$ cat config.mk
export PLATFORM = sky130hd
export DESIGN_NAME = pipe_ctrl
export DESIGN_NICKNAME = d
export VERILOG_FILES = /design/src/rtl/pipe_ctrl.sv
export SDC_FILE = /design/constraint.sdc
export NUM_CORES = 1
export LEC_CHECK = 0
export ABC_AREA = 1
export CAP_MARGIN = 20
export CORE_UTILIZATION = 45
export CTS_CLUSTER_DIAMETER = 30
export DETAILED_ROUTE_END_ITERATION = 16
export GPL_TIMING_DRIVEN = 1
export PLACE_DENSITY_LB_ADDON = 0.2
export SETUP_SLACK_MARGIN = 0.2
export SLEW_MARGIN = 10
export SYNTH_ARGS = -nofsm -noshare
export SYNTH_HDL_FRONTEND = slang
export SYNTH_SLANG_ARGS = --single-unit
$ cat constraint.sdc
create_clock -name clk -period 1.69 [get_ports clk]
set_input_delay 0.338 -clock clk [delete_from_list [all_inputs] [get_ports clk]]
set_output_delay 0.338 -clock clk [all_outputs]
set_load 0.02 [all_outputs]
$ cat src/rtl/pipe_ctrl.sv
// pipe_ctrl -- stall/flush controller for the 5-stage pipeline.
//
// Produces per-stage register enables and flush/bubble controls from four
// sources: data-memory wait (highest priority), taken branch, debug
// halt/drain, and load-use hazard. All controls are combinational from the
// current state and inputs; halt_ack and mem_timeout are registered.
//
// Optional feature macro: PIPE_CTRL_PERF_EN adds the stall_cycles and
// flush_count saturating performance counters (ports absent otherwise).
//
// Ports:
//   clk, reset            clock, synchronous active-high reset
//   id_rs1/id_rs2         source registers of the instruction in ID
//   id_uses_rs1/rs2       the corresponding source is actually read
//   ex_mem_read, ex_rd    EX-stage load flag and destination register
//   ex_branch_taken       branch/jump in EX resolved taken
//   mem_req, mem_ready    data-memory handshake from MEM
//   halt_req              debug halt request (level)
//   *_en                  pipeline register enables (PC .. MEM/WB)
//   if_id_flush/id_ex_flush  load NOP/bubble into IF/ID, ID/EX
//   mem_wb_bubble         MEM/WB loads reg_write=0
//   halt_ack              pipeline drained and halted
//   mem_timeout           sticky memory-wait error
//   stall_cycles, flush_count  perf counters (PIPE_CTRL_PERF_EN only)
//   fsm_state             current controller state, for observation
//
// Memory handshake: an access is outstanding in any cycle with mem_req=1;
// it completes in the cycle mem_ready=1. A cycle with mem_req=1 and
// mem_ready=0 is a wait cycle and freezes PC..EX/MEM while MEM/WB takes a
// bubble.
module pipe_ctrl #(
  parameter int REGADDR_WIDTH = 4,
  parameter int DRAIN_CYCLES  = 3,
  parameter int WAIT_WIDTH    = 8,
  parameter int MAX_WAIT      = 255,
  parameter int CNT_WIDTH     = 16
) (
  input  logic                     clk,
  input  logic                     reset,
  input  logic [REGADDR_WIDTH-1:0] id_rs1,
  input  logic [REGADDR_WIDTH-1:0] id_rs2,
  input  logic                     id_uses_rs1,
  input  logic                     id_uses_rs2,
  input  logic                     ex_mem_read,
  input  logic [REGADDR_WIDTH-1:0] ex_rd,
  input  logic                     ex_branch_taken,
  input  logic                     mem_req,
  input  logic                     mem_ready,
  input  logic                     halt_req,
  output logic                     pc_en,
  output logic                     if_id_en,
  output logic                     id_ex_en,
  output logic                     ex_mem_en,
  output logic                     mem_wb_en,
  output logic                     if_id_flush,
  output logic                     id_ex_flush,
  output logic                     mem_wb_bubble,
  output logic                     halt_ack,
  output logic                     mem_timeout,
`ifdef PIPE_CTRL_PERF_EN
  output logic [CNT_WIDTH-1:0]     stall_cycles,
  output logic [CNT_WIDTH-1:0]     flush_count,
`endif
  output logic [1:0]               fsm_state
);

  typedef enum logic [1:0] {
    RUN      = 2'd0,
    MEM_WAIT = 2'd1,
    DRAIN    = 2'd2,
    HALTED   = 2'd3
  } state_t;

  localparam int DCW = $clog2(DRAIN_CYCLES + 1);
  localparam logic [DCW-1:0]        DRAIN_LOAD = DCW'(DRAIN_CYCLES);
  localparam logic [WAIT_WIDTH-1:0] WAIT_LIMIT = WAIT_WIDTH'(MAX_WAIT);

  if (DRAIN_CYCLES < 1 || CNT_WIDTH < 1) begin : g_param_check
    $error("pipe_ctrl: DRAIN_CYCLES and CNT_WIDTH must be at least 1");
  end

  state_t                state;
  state_t                ret_state;
  state_t                eff_state;
  logic [DCW-1:0]        drain_cnt;
  logic [WAIT_WIDTH-1:0] wait_cnt;
  logic                  mem_stall;
  logic                  load_use;

  assign fsm_state = state;

  // MEM_WAIT is transparent once the stall clears: the cycle in which
  // mem_ready arrives behaves exactly like the state it will return to, so
  // a stall of N cycles delays drain/halt by exactly N cycles and a pending
  // load-use hazard is still honoured.
  always_comb begin
    mem_stall = mem_req & ~mem_ready;
    load_use  = ex_mem_read && (ex_rd != '0) &&
                ((id_uses_rs1 && (id_rs1 == ex_rd)) ||
                 (id_uses_rs2 && (id_rs2 == ex_rd)));
    eff_state = (state == MEM_WAIT) ? ret_state : state;

    pc_en         = 1'b1;
    if_id_en      = 1'b1;
    id_ex_en      = 1'b1;
    ex_mem_en     = 1'b1;
    mem_wb_en     = 1'b1;
    if_id_flush   = 1'b0;
    id_ex_flush   = 1'b0;
    mem_wb_bubble = 1'b0;

    if (mem_stall) begin
      pc_en         = 1'b0;
      if_id_en      = 1'b0;
      id_ex_en      = 1'b0;
      ex_mem_en     = 1'b0;
      mem_wb_bubble = 1'b1;
    end else if (ex_branch_taken) begin
      // PC still loads the target, so a halt resumes at the branch target.
      if_id_flush = 1'b1;
      id_ex_flush = 1'b1;
    end else if (eff_state == DRAIN || eff_state == HALTED ||
                 (eff_state == RUN && load_use)) begin
      pc_en       = 1'b0;
      if_id_en    = 1'b0;
      id_ex_flush = 1'b1;
    end
  end

  always_ff @(posedge clk) begin
    if (reset) begin
      state       <= RUN;
      ret_state   <= RUN;
      drain_cnt   <= '0;
      wait_cnt    <= '0;
      halt_ack    <= 1'b0;
      mem_timeout <= 1'b0;
    end else begin
      // Consecutive-wait counter; the timeout fires on the stall cycle after
      // the counter has already reached the limit.
      if (mem_stall) begin
        if (wait_cnt != '1) wait_cnt <= wait_cnt + 1'b1;
        if (wait_cnt >= WAIT_LIMIT) mem_timeout <= 1'b1;
      end else begin
        wait_cnt <= '0;
      end

      case (state)
        HALTED: begin
          if (!halt_req) begin
            state    <= RUN;
            halt_ack <= 1'b0;
          end
        end
        default: begin
          if (mem_stall) begin
            state <= MEM_WAIT;
            if (state != MEM_WAIT) ret_state <= state;
          end else if (eff_state == RUN) begin
            if (halt_req) begin
              state     <= DRAIN;
              drain_cnt <= DRAIN_LOAD;
            end else begin
              state <= RUN;
            end
          end else begin
            drain_cnt <= drain_cnt - 1'b1;
            if (drain_cnt == DCW'(1)) begin
              state    <= HALTED;
              halt_ack <= 1'b1;
            end else begin
              state <= DRAIN;
            end
          end
        end
      endcase
    end
  end

`ifdef PIPE_CTRL_PERF_EN
  always_ff @(posedge clk) begin
    if (reset) begin
      stall_cycles <= '0;
      flush_count  <= '0;
    end else begin
      if (!pc_en && (state == RUN || state == MEM_WAIT) && stall_cycles != '1)
        stall_cycles <= stall_cycles + 1'b1;
      if (if_id_flush && flush_count != '1)
        flush_count <= flush_count + 1'b1;
    end
  end
`endif

endmodule

### After elaboration in Yosys (flattened, before gate mapping)

Index checks and enable logic that the tools add are counted.

* memories: 0
* bits in writable memories: 0
* latch bits: 0
* register bits: 16
* output and inout port bits: 12
* ROM bits: 0

* mux-type cells: 24
* $add $sub $neg: 2
* shift operators: 0
* bitwise logic cells: 4
* equality and inequality tests: 13
* reductions and logical operators: 16
* multiply operators: 0
* divide/modulo/power cells: 0
* magnitude comparators: 1

Operators by type and width (count)
* $mux 1: 16
* $mux 2: 8
* $add 8x1->8 const B: 1
* $eq 4x4->1: 2
* $ge 8x8->1 const B: 1
* $ne 8x8->1 const B: 1
* $eq 2x2->1 const B: 3
* $ne 2x1->1 const B: 3
* $reduce_and 3->1: 2
* $logic_and 1x1->1: 5
* $eq 2x1->1 const B: 2
* $ne 2x2->1 const B: 2
* $reduce_and 4->1: 1
* $reduce_bool 4->1: 1
* $logic_or 1x1->1: 3
* $not 1->1: 3
* $logic_not 2->1: 1
* $reduce_and 2->1: 1
* $reduce_bool 2->1: 1
* $reduce_or 2->1: 1
* $sub 2x1->2 const B: 1
* $and 1x1->1: 1

### Logic depth before layout (Yosys ltp)

* depth after elaboration: 9
* gate-level depth with buffers: 10
* gate-level depth less buffers: 10

### Worst setup path before layout

No wires, ideal clock.

* path kind: register -> output
* start: reg state[0] (netlist: fsm_state[0])
* end: out pc_en
* setup slack: 0.164 ns
* stages on the path, launching flop included: 8
* arrival: 1.188 ns
* cell sequence: dfxtp_1 -> nand2_1 -> nand2_1 -> a21oi_1 -> nand2_1 -> nand3_1 -> nand2_1 -> buf_4

* longest elaborated chain between the ends: 8

Ends and longest elaborated chain
* start, declared: RTL line 82 `state_t state;`
* start signal, assigned: RTL line 132 `state <= RUN;`
* start signal, assigned: RTL line 151 `state <= RUN;`
* start signal, assigned: RTL line 157 `state <= MEM_WAIT;`
* $eq 2x1->1: RTL line 101 `eff_state = (state == MEM_WAIT) ? ret_state : state;`
* $mux 2 *: RTL line 101
* $eq 2x2->1 / $logic_not 2->1 (equally long branches): RTL line 122, 123
* $logic_or 1x1->1 / $logic_and 1x1->1 (equally long branches): RTL line 122, 123
* $logic_or 1x1->1 *: RTL line 122 `end else if (eff_state == DRAIN || eff_state == HALTED ||`
* $mux 1 * (3 in a row)
* end, declared: RTL line 50 `output logic pc_en,`

Every way passes the cells marked *; elsewhere a longest branch is shown, timed or not.

### Worst setup path after layout

* start: reg state[0] (netlist: fsm_state[0])
* end: out id_ex_flush

* longest elaborated chain between the ends: 8

Ends and longest elaborated chain
* $eq 2x1->1: RTL line 101
* $mux 2 *: RTL line 101
* $eq 2x2->1 / $logic_not 2->1 (equally long branches): RTL line 122, 123
* $logic_or 1x1->1 / $logic_and 1x1->1 (equally long branches): RTL line 122, 123
* $logic_or 1x1->1 *: RTL line 122
* $mux 1 *: RTL line 122
* $mux 1 *: RTL line 118 `end else if (ex_branch_taken) begin`
* $mux 1 *: RTL line 112 `if (mem_stall) begin`
* end, declared: RTL line 56 `output logic id_ex_flush,`

Marks and branches as above.

==> summary.txt <==
==============================================================================
CTS Root Cell ................................................... sky130_fd_sc_hd__clkbuf_4
Area of the core ................................................     2000 µm²
Area share of and/or/nand/nor cells after synthesis .............        0.369
Starting Density ................................................        0.493
Port buffer count ...............................................           31
Number of buffers created by CTS ................................            3
Post-synthesis net count ........................................          172
Layout-stage area growth over the synthesis result ..............        41.4%
CP max FO .......................................................            3
Synth Area in Compound Gates ....................................        0.126
Via total after detailed routing ................................         1031
Share of the core filled with cells .............................        0.696
Fill cell total of the finished layout ..........................          186
Worst hold path type ............................................   reg -> reg
First-pass iteration count of the detailed router ...............            4
Setup repair after global routing missed its margin .............         true
Final period demand of the worst path ...........................      1570 ps
Data arrival time at the worst-slack endpoint ...................      1230 ps
Static leakage ..................................................     0.709 nW
Final count of negative-setup-slack endpoints ...................            0
Register area share after synthesis .............................        0.325
Total die area ..................................................     2380 µm²
Number of enable-type register cells in the synthesized netlist .            0
Deepest level of the CTS H-tree .................................            1
Critical path endpoint category ................................. primary output
Xor and xnor fraction of the mapped netlist area ................       0.0266
Data required time of the worst path ............................      1350 ps
Final critical-path share of the clock period ...................        0.926
Die height ......................................................      48.8 µm
Global-route congestion overflow total ..........................            0
Cell types occupying the most area after synthesis .............. sky130_fd_sc_hd__dfxtp_1 (32%), sky130_fd_sc_hd__nand2_1 (14%), sky130_fd_sc_hd__inv_1 (9.5%), sky130_fd_sc_hd__nor2_1 (6.1%), sky130_fd_sc_hd__a21oi_1 (5.1%)
Yosys synthesis warning count ...................................            0
Antenna violations before repair ................................            0
NumNets Final ...................................................          213
Largest net degree at the start of global routing ...............           10
Number of clock sinks ...........................................           16
Maximum ir drop on the vdd rail .................................       624 µV
Final ANT Viol Nets .............................................            0
Total cell area at the placement stage ..........................     1350 µm²
Total Wirelength ................................................      2310 µm
Gpl congestion ..................................................        0.832
Detailed router's first-iteration violation count ...............           17
Total power divided by cell area ................................   630 nW/µm²
Aggregate negative setup slack ..................................         0 ps
Run status ...................................................... finished, final reports clean
Total count of hold-check failures in the final report ..........            0
Final worst setup slack .........................................       125 ps
Area occupied by multi-input gates ..............................      584 µm²
Clock network latency to the later pin of the worst-skew pair ...       300 ps
Maximum operating frequency .....................................      639 MHz
Flip-flop cell with the highest count after synthesis ........... sky130_fd_sc_hd__dfxtp_1
Critical setup path kind ........................................   reg -> out
Fin area ........................................................     1390 µm²
Horiz. Die Dim ..................................................      48.8 µm
Skew final ......................................................      4.89 ps
TritonCTS clock tree ............................................         done
Via count of the first global-routing pass ......................          981
Syn avg cell area ...............................................     6.62 µm²
Gate count of the mapped netlist ................................          149
Global-route wire length before repair ..........................      4040 µm
Ratio of routed vias to standard cells ..........................         4.77
Top-count cell post-synth ....................................... sky130_fd_sc_hd__nand2_1
Share of cell area taken by muxes after synthesis ...............            0
Fraction of layout instances using a drive strength above 1 .....        0.291
Number of buffers on the longest clock path .....................            2
Clock-pin transition on the worst setup and hold timing paths ...        90 ps
Count of unresolved DRC violations after routing ................            0
Detailed placer's ending HPWL ...................................      1790 µm
# rows ..........................................................           16
Main combinational cell family by area after synthesis .......... simple AND/OR/NAND/NOR gates
Routed length per placed instance ...............................      10.7 µm
Pre-CTS setup slack .............................................      -712 ps
Final Max Tran Viols ............................................            0
Count of hold-fix buffers inserted at cts .......................            0
Setup crit start kind ...........................................         flop
Flops & latches, synth ..........................................           16
I/O pins ........................................................           33
Library cell with the largest summed area after synthesis ....... sky130_fd_sc_hd__dfxtp_1
Post-synth cell types ...........................................           28
Synth top area share ............................................        0.325
Synth Area in Adders ............................................       0.0254
Count of maximum capacitance violations .........................            0
Total standard cell area after synthesis ........................      986 µm²
Post-synth top cells ............................................ sky130_fd_sc_hd__nand2_1 (38), sky130_fd_sc_hd__inv_1 (25), sky130_fd_sc_hd__dfxtp_1 (16), sky130_fd_sc_hd__nor2_1 (16), sky130_fd_sc_hd__a21oi_1 (10)
GR Util All Layers ..............................................        0.218
Register area ...................................................      323 µm²
Antenna Cells ...................................................            0
Async set or reset register ratio after synthesis ...............            0
==============================================================================
## registers in the layout, summed over array words and instances, names as in the netlist
| signal | flops |
|---|---|
| ret_state | 2 |
| drain_cnt | 2 |
| fsm_state | 2 |
| mem_timeout | 1 |
| wait_cnt | 8 |
| halt_ack | 1 |
## cell usage in the layout (no fill, tap or decap), types with 5 or more instances in the layout
| cell type | instances |
|---|---|
| sky130_fd_sc_hd__a21oi_1 | 9 |
| sky130_fd_sc_hd__buf_2 | 6 |
| sky130_fd_sc_hd__buf_4 | 9 |
| sky130_fd_sc_hd__dfxtp_1 | 14 |
| sky130_fd_sc_hd__dlygate4sd2_1 | 10 |
| sky130_fd_sc_hd__inv_1 | 20 |
| sky130_fd_sc_hd__inv_2 | 5 |
| sky130_fd_sc_hd__nand2_1 | 32 |
| sky130_fd_sc_hd__nand2_2 | 7 |
| sky130_fd_sc_hd__nand3_1 | 7 |
| sky130_fd_sc_hd__nor2_1 | 16 |
## area by class of cell
class,count,share of cell area
multi-input combinational,104,0.419
timing repair buffer,39,0.227
inverter,26,0.0718
sequential,16,0.232
tap,27,0.0242
clock buffer,4,0.0260
## what timing repair did
action,in CTS,in global routing
hold endpoints to repair,0,0
setup buffers,2,0
gates resized for setup,82,16
pin swaps,17,12
setup endpoints to repair,11,7
## worst max-delay path, stage by stage, from the launching register on
cell	delay (ps)
sky130_fd_sc_hd__dfxtp_2	350
sky130_fd_sc_hd__buf_6	120
sky130_fd_sc_hd__a21oi_4	160
sky130_fd_sc_hd__nand2_1	70
sky130_fd_sc_hd__nand2_1	60
sky130_fd_sc_hd__nand2_1	60
sky130_fd_sc_hd__buf_6	130
## metal layers
metal	GRT usage	vias up	share of wire
met1	0.240	452	0.44
met4	0.0882	0	0.015
met2	0.417	28	0.50
li1	-	547	-
met3	0.0249	4	0.048
met5	0	-	0
## power breakdown
group          switching [mW]  internal [mW]  total (mW)
logic                   0.117          0.102       0.219
clock network           0.128          0.132       0.259
registers             0.00964          0.390       0.400
total                   0.254          0.624       0.878
## final timing paths
kind	from	endpoint	slack (ps)	depth (start not counted)
max	fsm_state[0]	id_ex_flush	120	6
min	halt_ack	halt_ack	460	2
max reg2reg	wait_cnt[0]	wait_cnt[0]	330	6
min reg2reg	halt_ack	halt_ack	460	2
## metrics by stage
step / hold WS (ps) / total power, mW / cells
2_1_floorplan: 400 / 0.518 / 149
3_3_place_gp: 444 / 0.622 / 210
3_5_place_dp: 455 / 0.628 / 210
4_1_cts: 465 / 0.883 / 216
5_1_grt: 496 / 0.918 / 216
6_report: 462 / 0.878 / 216
## cell families after synthesis
| family | Yosys count |
|---|---|
| adder cells (fa/ha/maj) | 2 |
| other | 1 |
| buffers and inverters | 29 |
| AND/OR/NAND/NOR | 76 |
| flip-flops | 16 |
| AO/OA/AOI/OAI | 22 |
| XOR/XNOR | 3 |
Power figures use the tool's default switching activity.
